### src/rtl/snoop_bus_arbiter_if.sv
// Two-core snoop bus bundle: core requests, snoop broadcast/response, memory handshake.
// No storage; pure signal grouping.
// Flow control is level-based: req held by cores, snoop_ack/mem_ready complete phases.
interface snoop_bus_arbiter_if #(
   parameter int ADDR_W = 32
);
   logic [1:0]        req;
   logic [ADDR_W-1:0] req_addr0;
   logic [ADDR_W-1:0] req_addr1;
   logic [1:0]        req_type0;
   logic [1:0]        req_type1;
   logic [1:0]        gnt;
   logic              bus_valid;
   logic [ADDR_W-1:0] bus_addr;
   logic [1:0]        bus_type;
   logic              bus_src;
   logic              snoop_ack;
   logic              snoop_hit;
   logic              snoop_dirty;
   logic              mem_req;
   logic              mem_we;
   logic              mem_ready;
   logic [1:0]        done;
   logic              resp_shared;
   logic              busy;
   logic              err_timeout;

   modport master (
      input  req, req_addr0, req_addr1, req_type0, req_type1,
      input  snoop_ack, snoop_hit, snoop_dirty, mem_ready,
      output gnt, bus_valid, bus_addr, bus_type, bus_src,
      output mem_req, mem_we, done, resp_shared, busy, err_timeout
   );

   modport slave (
      output req, req_addr0, req_addr1, req_type0, req_type1,
      output snoop_ack, snoop_hit, snoop_dirty, mem_ready,
      input  gnt, bus_valid, bus_addr, bus_type, bus_src,
      input  mem_req, mem_we, done, resp_shared, busy, err_timeout
   );
endinterface

### src/rtl/snoop_bus_arbiter.sv
// Round-robin arbiter for two snooping cores driving a shared bus and memory port.
// Latency: grant->snoop broadcast 1 cycle; done pulses one cycle after the last phase.
// Backpressure: waits on snoop_ack (watchdog-bounded) and on mem_ready (unbounded).
module snoop_bus_arbiter #(
   parameter int ADDR_W        = 32,
   parameter int SNOOP_TIMEOUT = 15
) (
   input  logic                clk,
   input  logic                reset,
   snoop_bus_arbiter_if.master sb
);

   localparam logic [2:0] IDLE  = 3'd0;
   localparam logic [2:0] SNOOP = 3'd1;
   localparam logic [2:0] FLUSH = 3'd2;
   localparam logic [2:0] MEM   = 3'd3;
   localparam logic [2:0] DONE  = 3'd4;

   localparam logic [1:0] BUS_RD    = 2'b00;
   localparam logic [1:0] BUS_RDX   = 2'b01;
   localparam logic [1:0] BUS_UPGR  = 2'b10;
   localparam logic [1:0] WRITEBACK = 2'b11;

   localparam logic [3:0] TIMEOUT_CNT = 4'(SNOOP_TIMEOUT);

   logic [2:0]        state;
   logic              src_q;
   logic [ADDR_W-1:0] addr_q;
   logic [1:0]        type_q;
   logic              last_served;
   logic [1:0]        mask;
   logic [3:0]        watchdog;
   logic              err_q;
   logic              hit_q;

   logic [1:0]        eff_req;
   logic              win;
   logic [ADDR_W-1:0] win_addr;
   logic [1:0]        win_type;
   logic [3:0]        watchdog_inc;
   logic              timeout;
   logic [1:0]        src_onehot;

   // The just-served core is hidden for one IDLE cycle so a stale req is not re-granted.
   assign eff_req      = sb.req & ~mask;
   assign win          = (eff_req == 2'b11) ? ~last_served : eff_req[1];
   assign win_addr     = win ? sb.req_addr1 : sb.req_addr0;
   assign win_type     = win ? sb.req_type1 : sb.req_type0;
   assign watchdog_inc = watchdog + 4'd1;
   assign timeout      = (watchdog_inc == TIMEOUT_CNT);
   assign src_onehot   = {src_q, ~src_q};

   always_ff @(posedge clk or negedge reset) begin
      if (!reset) begin
         state       <= IDLE;
         src_q       <= 1'b0;
         addr_q      <= '0;
         type_q      <= 2'b00;
         last_served <= 1'b1;
         mask        <= 2'b00;
         watchdog    <= 4'd0;
         err_q       <= 1'b0;
         hit_q       <= 1'b0;
      end else begin
         case (state)
            IDLE: begin
               mask <= 2'b00;
               if (|eff_req) begin
                  src_q    <= win;
                  addr_q   <= win_addr;
                  type_q   <= win_type;
                  hit_q    <= 1'b0;
                  watchdog <= 4'd0;
                  state    <= (win_type == WRITEBACK) ? MEM : SNOOP;
               end
            end
            SNOOP: begin
               if (sb.snoop_ack) begin
                  hit_q <= sb.snoop_hit;
                  if (sb.snoop_dirty)
                     state <= FLUSH;
                  else if ((type_q == BUS_UPGR) || (sb.snoop_hit && (type_q == BUS_RDX)))
                     state <= DONE;
                  else
                     state <= MEM;
               end else begin
                  watchdog <= watchdog_inc;
                  // Silent snooper: treat as a miss and fetch from memory.
                  if (timeout) begin
                     err_q <= 1'b1;
                     state <= MEM;
                  end
               end
            end
            FLUSH, MEM: begin
               if (sb.mem_ready)
                  state <= DONE;
            end
            DONE: begin
               last_served <= src_q;
               mask        <= src_onehot;
               state       <= IDLE;
            end
            default: state <= IDLE;
         endcase
      end
   end

   assign sb.gnt         = (state != IDLE) ? src_onehot : 2'b00;
   assign sb.bus_valid   = (state == SNOOP);
   assign sb.bus_addr    = addr_q;
   assign sb.bus_type    = type_q;
   assign sb.bus_src     = src_q;
   assign sb.mem_req     = (state == FLUSH) || (state == MEM);
   assign sb.mem_we      = (state == FLUSH) || ((state == MEM) && (type_q == WRITEBACK));
   assign sb.done        = (state == DONE) ? src_onehot : 2'b00;
   assign sb.resp_shared = (state == DONE) && (type_q == BUS_RD) && hit_q;
   assign sb.busy        = (state != IDLE);
   assign sb.err_timeout = err_q;

endmodule

### src/flat_wrapper.sv
// flat-port wrapper written by rule: the top's interface ports become plain ports
module snoop_bus_arbiter_flat 
#(
   parameter int ADDR_W        = 32,
   parameter int SNOOP_TIMEOUT = 15
)
  (clk, reset, sb_req, sb_req_addr0, sb_req_addr1, sb_req_type0, sb_req_type1, sb_snoop_ack, sb_snoop_hit, sb_snoop_dirty, sb_mem_ready, sb_gnt, sb_bus_valid, sb_bus_addr, sb_bus_type, sb_bus_src, sb_mem_req, sb_mem_we, sb_done, sb_resp_shared, sb_busy, sb_err_timeout);
  snoop_bus_arbiter_if #(.ADDR_W(ADDR_W)) sb_i ();
  input  logic clk;
  input  logic reset;
  input wire logic [$bits(sb_i.req)-1:0] sb_req;
  input wire logic [$bits(sb_i.req_addr0)-1:0] sb_req_addr0;
  input wire logic [$bits(sb_i.req_addr1)-1:0] sb_req_addr1;
  input wire logic [$bits(sb_i.req_type0)-1:0] sb_req_type0;
  input wire logic [$bits(sb_i.req_type1)-1:0] sb_req_type1;
  input wire logic [$bits(sb_i.snoop_ack)-1:0] sb_snoop_ack;
  input wire logic [$bits(sb_i.snoop_hit)-1:0] sb_snoop_hit;
  input wire logic [$bits(sb_i.snoop_dirty)-1:0] sb_snoop_dirty;
  input wire logic [$bits(sb_i.mem_ready)-1:0] sb_mem_ready;
  output wire logic [$bits(sb_i.gnt)-1:0] sb_gnt;
  output wire logic [$bits(sb_i.bus_valid)-1:0] sb_bus_valid;
  output wire logic [$bits(sb_i.bus_addr)-1:0] sb_bus_addr;
  output wire logic [$bits(sb_i.bus_type)-1:0] sb_bus_type;
  output wire logic [$bits(sb_i.bus_src)-1:0] sb_bus_src;
  output wire logic [$bits(sb_i.mem_req)-1:0] sb_mem_req;
  output wire logic [$bits(sb_i.mem_we)-1:0] sb_mem_we;
  output wire logic [$bits(sb_i.done)-1:0] sb_done;
  output wire logic [$bits(sb_i.resp_shared)-1:0] sb_resp_shared;
  output wire logic [$bits(sb_i.busy)-1:0] sb_busy;
  output wire logic [$bits(sb_i.err_timeout)-1:0] sb_err_timeout;
  assign sb_i.req = sb_req;
  assign sb_i.req_addr0 = sb_req_addr0;
  assign sb_i.req_addr1 = sb_req_addr1;
  assign sb_i.req_type0 = sb_req_type0;
  assign sb_i.req_type1 = sb_req_type1;
  assign sb_i.snoop_ack = sb_snoop_ack;
  assign sb_i.snoop_hit = sb_snoop_hit;
  assign sb_i.snoop_dirty = sb_snoop_dirty;
  assign sb_i.mem_ready = sb_mem_ready;
  assign sb_gnt = sb_i.gnt;
  assign sb_bus_valid = sb_i.bus_valid;
  assign sb_bus_addr = sb_i.bus_addr;
  assign sb_bus_type = sb_i.bus_type;
  assign sb_bus_src = sb_i.bus_src;
  assign sb_mem_req = sb_i.mem_req;
  assign sb_mem_we = sb_i.mem_we;
  assign sb_done = sb_i.done;
  assign sb_resp_shared = sb_i.resp_shared;
  assign sb_busy = sb_i.busy;
  assign sb_err_timeout = sb_i.err_timeout;
  snoop_bus_arbiter #(.ADDR_W(ADDR_W), .SNOOP_TIMEOUT(SNOOP_TIMEOUT)) u_core (.clk(clk), .reset(reset), .sb(sb_i));
endmodule
### config.mk
export PLATFORM = sky130hd
export DESIGN_NAME = snoop_bus_arbiter_flat
export DESIGN_NICKNAME = d
export VERILOG_FILES = /design/src/rtl/snoop_bus_arbiter_if.sv /design/src/rtl/snoop_bus_arbiter.sv /design/src/flat_wrapper.sv
export SDC_FILE = /design/constraint.sdc
export NUM_CORES = 1
export LEC_CHECK = 0
export CAP_MARGIN = 25
export CORE_MARGIN = 4
export CORE_UTILIZATION = 36
export CTS_CLUSTER_SIZE = 12
export DETAILED_ROUTE_END_ITERATION = 10
export GPL_TIMING_DRIVEN = 0
export MAX_ROUTING_LAYER = met4
export PLACE_DENSITY = 0.82
export SYNTH_ARGS = -nofsm -noshare
export SYNTH_HDL_FRONTEND = slang
export SYNTH_SLANG_ARGS = --single-unit
export TNS_END_PERCENT = 10
### constraint.sdc
create_clock -name clk -period 1.27 [get_ports clk]
set_input_delay 0.1905 -clock clk [delete_from_list [all_inputs] [get_ports clk]]
set_output_delay 0.1905 -clock clk [all_outputs]
set_load 0.02 [all_outputs]
==> summary.md <==
| Metric | Value |
|---|---|
| CTS clock-pin slew for the worst setup and hold paths | 0.09 ns |
| Synth Net Count | 317 |
| DR iter-0 viols | 59 |
| Worst slew pin tran | 0.485 ns |
| Grt total ovfl | 0 |
| Top-area cell type share of the netlist area | 0.480 |
| Largest net degree at the start of global routing | 29 |
| Stages on the worst setup path | 5 |
| Asr flop ratio synth | 1.00 |
| R2R Path End | u_core.sb.bus_addr[11] |
| Crit-path max cell delay | 0.43 ns |
| Yosys cell types | 39 |
| Netlist Area Pre-Place | 2400 sq um |
| Power per cell area | 2280 nW/um^2 |
| Port-buffer cells | 120 |
| Die Ht | 89.6 um |
| Area of the core | 6420 sq um |
| Post-layout total power | 9190 uW |
| Clock sink count | 47 |
| ANT cells | 0 |
| Fmax | 616 MHz |
| Post-route ant nets | 0 |
| Final number of max-transition violations | 0 |
| Peak VDD IR | 0.00111 V |
| Worst EP required | 1.08 ns |
| Post-synth top flop | dfrtp_1 |
| Clk buf depth | 2 |
| Status | finished with violations |
| R2R Path Start | u_core.state[0] |
| EDFF count, synth | 0 |
| Placer Congestion | 0.792 |
| Die Wd | 89.6 um |
| Layout Area Growth over Synthesis | 67.5% |
| Starting Density | 0.374 |
| Largest cells by area after synthesis | dfrtp_1 (48%), mux2i_1 (15%), nand2_1 (7.2%) |
| Hold Crit Class | input pin to async pin |
| WL/cell | 15.8 um |
| Worst EP arrival | 1.43 ns |
| Slowest cell on crit path | dfrtp_1 |
| Detailed Route WL | 7270 um |
| Clock buffer count from CTS | 5 |
| H-Tree Depth | 2 |
| Synth cell count leaders | dfrtp_1 (46), nand2_1 (46), mux2i_1 (35), o21ai_1 (33), o21ai_0 (12) |
| Critical Path, Cell by Cell | buf_6 > nor2_4 > nand2_4 > nor4b_4 > buf_4 |
| Violated checks | negative setup slack |
| # rows | 29 |
| Global-route wire length before repair | 11200 um |
| Synthesized flop and latch total | 47 |
| Via density | 5.05 |
| CTS tree | built |
| Die ar. | 8040 sq um |
| Leakage | 0.00194 uW |
| Vias in the first global route | 2369 |
| Fin crit share | 1.28 |
| Setup violations, final | 53 |
| Cell accounting for the most synthesized area | dfrtp_1 |
| Endpoint type of the worst setup path | output pin |
| Hold Vio Cnt, Final | 0 |
| Largest delay share family, worst path | flip-flops |
| Synth Area per Inst | 10.0 sq um |
| DRC viols | 0 |
| WHS | 0.385 ns |
| GRT Util Overall | 0.185 |
| Fill cells | 553 |
| Clock skew | 0.0108 ns |
| Unrepaired setup endpoints after global routing | yes |
| First drt pass iteration count | 4 |
| Fin util | 0.626 |
| Slew margin rel. | 0.676 |
| IO Count | 121 |
| Post-synthesis sequential area ratio | 0.491 |
| Buffers and inverters on the worst path | 2 |
| Syn Inst Count | 239 |
| Ys Warns | 0 |
| Worst reg2reg path depth | 6 |
| Clock root buffer | clkbuf_8 |
| Layout cells sized above 1 | 0.186 |
| Layout net count | 459 |
| Vias | 2320 |
| Min Tclk post-route | 1.62 ns |
| Initial antenna violation count | 0 |
| Setup ws final | -0.353 ns |
| Max_cap viols | 0 |
| Clk_lat worst skew | 0.29 ns |
| Crit Path Category | flop to output pin |
| Setup slack, reg-to-reg | -0.22 ns |
| CP max FO | 3 |
| DP HPWL | 5420 um |
| Critical Path Source Type | flop |
[how the worst max path moves through the flow]
stage                          startpoint                     to  slack, ns
after global routing      u_core.state[0]         sb_resp_shared      -0.40
final                     u_core.state[0]         sb_resp_shared      -0.35
after detailed placement  u_core.state[0]         sb_resp_shared      -0.66
after floorplan           u_core.state[0]         sb_resp_shared      -0.08
after CTS                 u_core.state[1]         sb_resp_shared      -0.31
after global placement              reset  u_core.sb.bus_type[1]      -1.49
[placed cells by master, fill, tap and decap left out, types with 3 or more instances in the layout]
| cell type | n |
|---|---|
| dfrtp_1 | 40 |
| buf_6 | 7 |
| a21oi_1 | 3 |
| nand3_1 | 4 |
| dlygate4sd2_1 | 34 |
| o21ai_0 | 10 |
| a22o_1 | 3 |
| nor2_1 | 5 |
| inv_1 | 5 |
| o21ai_1 | 35 |
| clkbuf_8 | 9 |
| clkdlybuf4s50_1 | 74 |
| dfrtp_2 | 6 |
| buf_2 | 5 |
| mux2i_1 | 34 |
| buf_4 | 16 |
| buf_12 | 6 |
| nand2_1 | 45 |
[what timing repair did]
action | in CTS | in global routing
hold buffers | 1 | 0
pin swaps | 7 | 2
gates resized for setup | 108 | 19
endpoints found under the hold margin | 19 | 0
setup buffers | 9 | 3
setup endpoints to repair | 88 | 55
cloned | 0 | 1
[per-stage QoR]
| step | worst slack, ns | instances | TNS, ns | area, sq um |
|---|---|---|---|---|
| 2_1_floorplan | -0.0777 | 239 | -1.87 | 2420 |
| 3_3_place_gp | -1.49 | 436 | -85.04 | 3720 |
| 3_5_place_dp | -0.659 | 437 | -24.32 | 3740 |
| 4_1_cts | -0.309 | 455 | -10.86 | 3940 |
| 5_1_grt | -0.402 | 459 | -13.26 | 4020 |
| 6_report | -0.353 | 459 | -9.29 | 4020 |
[per-layer routing]
metal,track usage,wire [um],vias to the layer above
met4,0.0528,93,0
li1,-,-,1123
met1,0.218,2940,1074
met2,0.314,3580,114
met5,-,0,-
met3,0.0456,653,9
[report_power, final]
group | switching, uW | internal (uW)
Combinational | 2970 | 2510
Sequential | 512 | 2210
Clock | 485 | 498
[registers in the layout, summed over array words and instances, names as in the netlist, 2 cells and up]
| name | flops |
|---|---|
| u_core.state | 3 |
| u_core.sb.bus_type | 2 |
| u_core.mask | 2 |
| u_core.watchdog | 4 |
| u_core.sb.bus_addr | 32 |
[layout make-up]
| type | count | area (sq um) | area share |
|---|---|---|---|
| Timing Repair Buffer | 135 | 1270 | 0.316 |
| Sequential cell | 47 | 1180 | 0.295 |
| Multi-Input combinational cell | 173 | 1170 | 0.291 |
| Buffer | 12 | 171 | 0.0426 |
| Clock buffer | 8 | 100 | 0.0249 |
| Tap cell | 77 | 96.3 | 0.0240 |
| Inverter | 7 | 26.3 | 0.00654 |
[kinds of logic after synthesis]
group / share of synthesized area
DFF: 0.491
xor gates and xnor gates: 0.00365
AOI/OAI and AO/OA: 0.150
muxes: 0.146
buffers and inverters: 0.0547
adders and majority gates: 0.0104
and+or+nand+nor: 0.145
No activity file was read; power rests on OpenSTA's default activity.
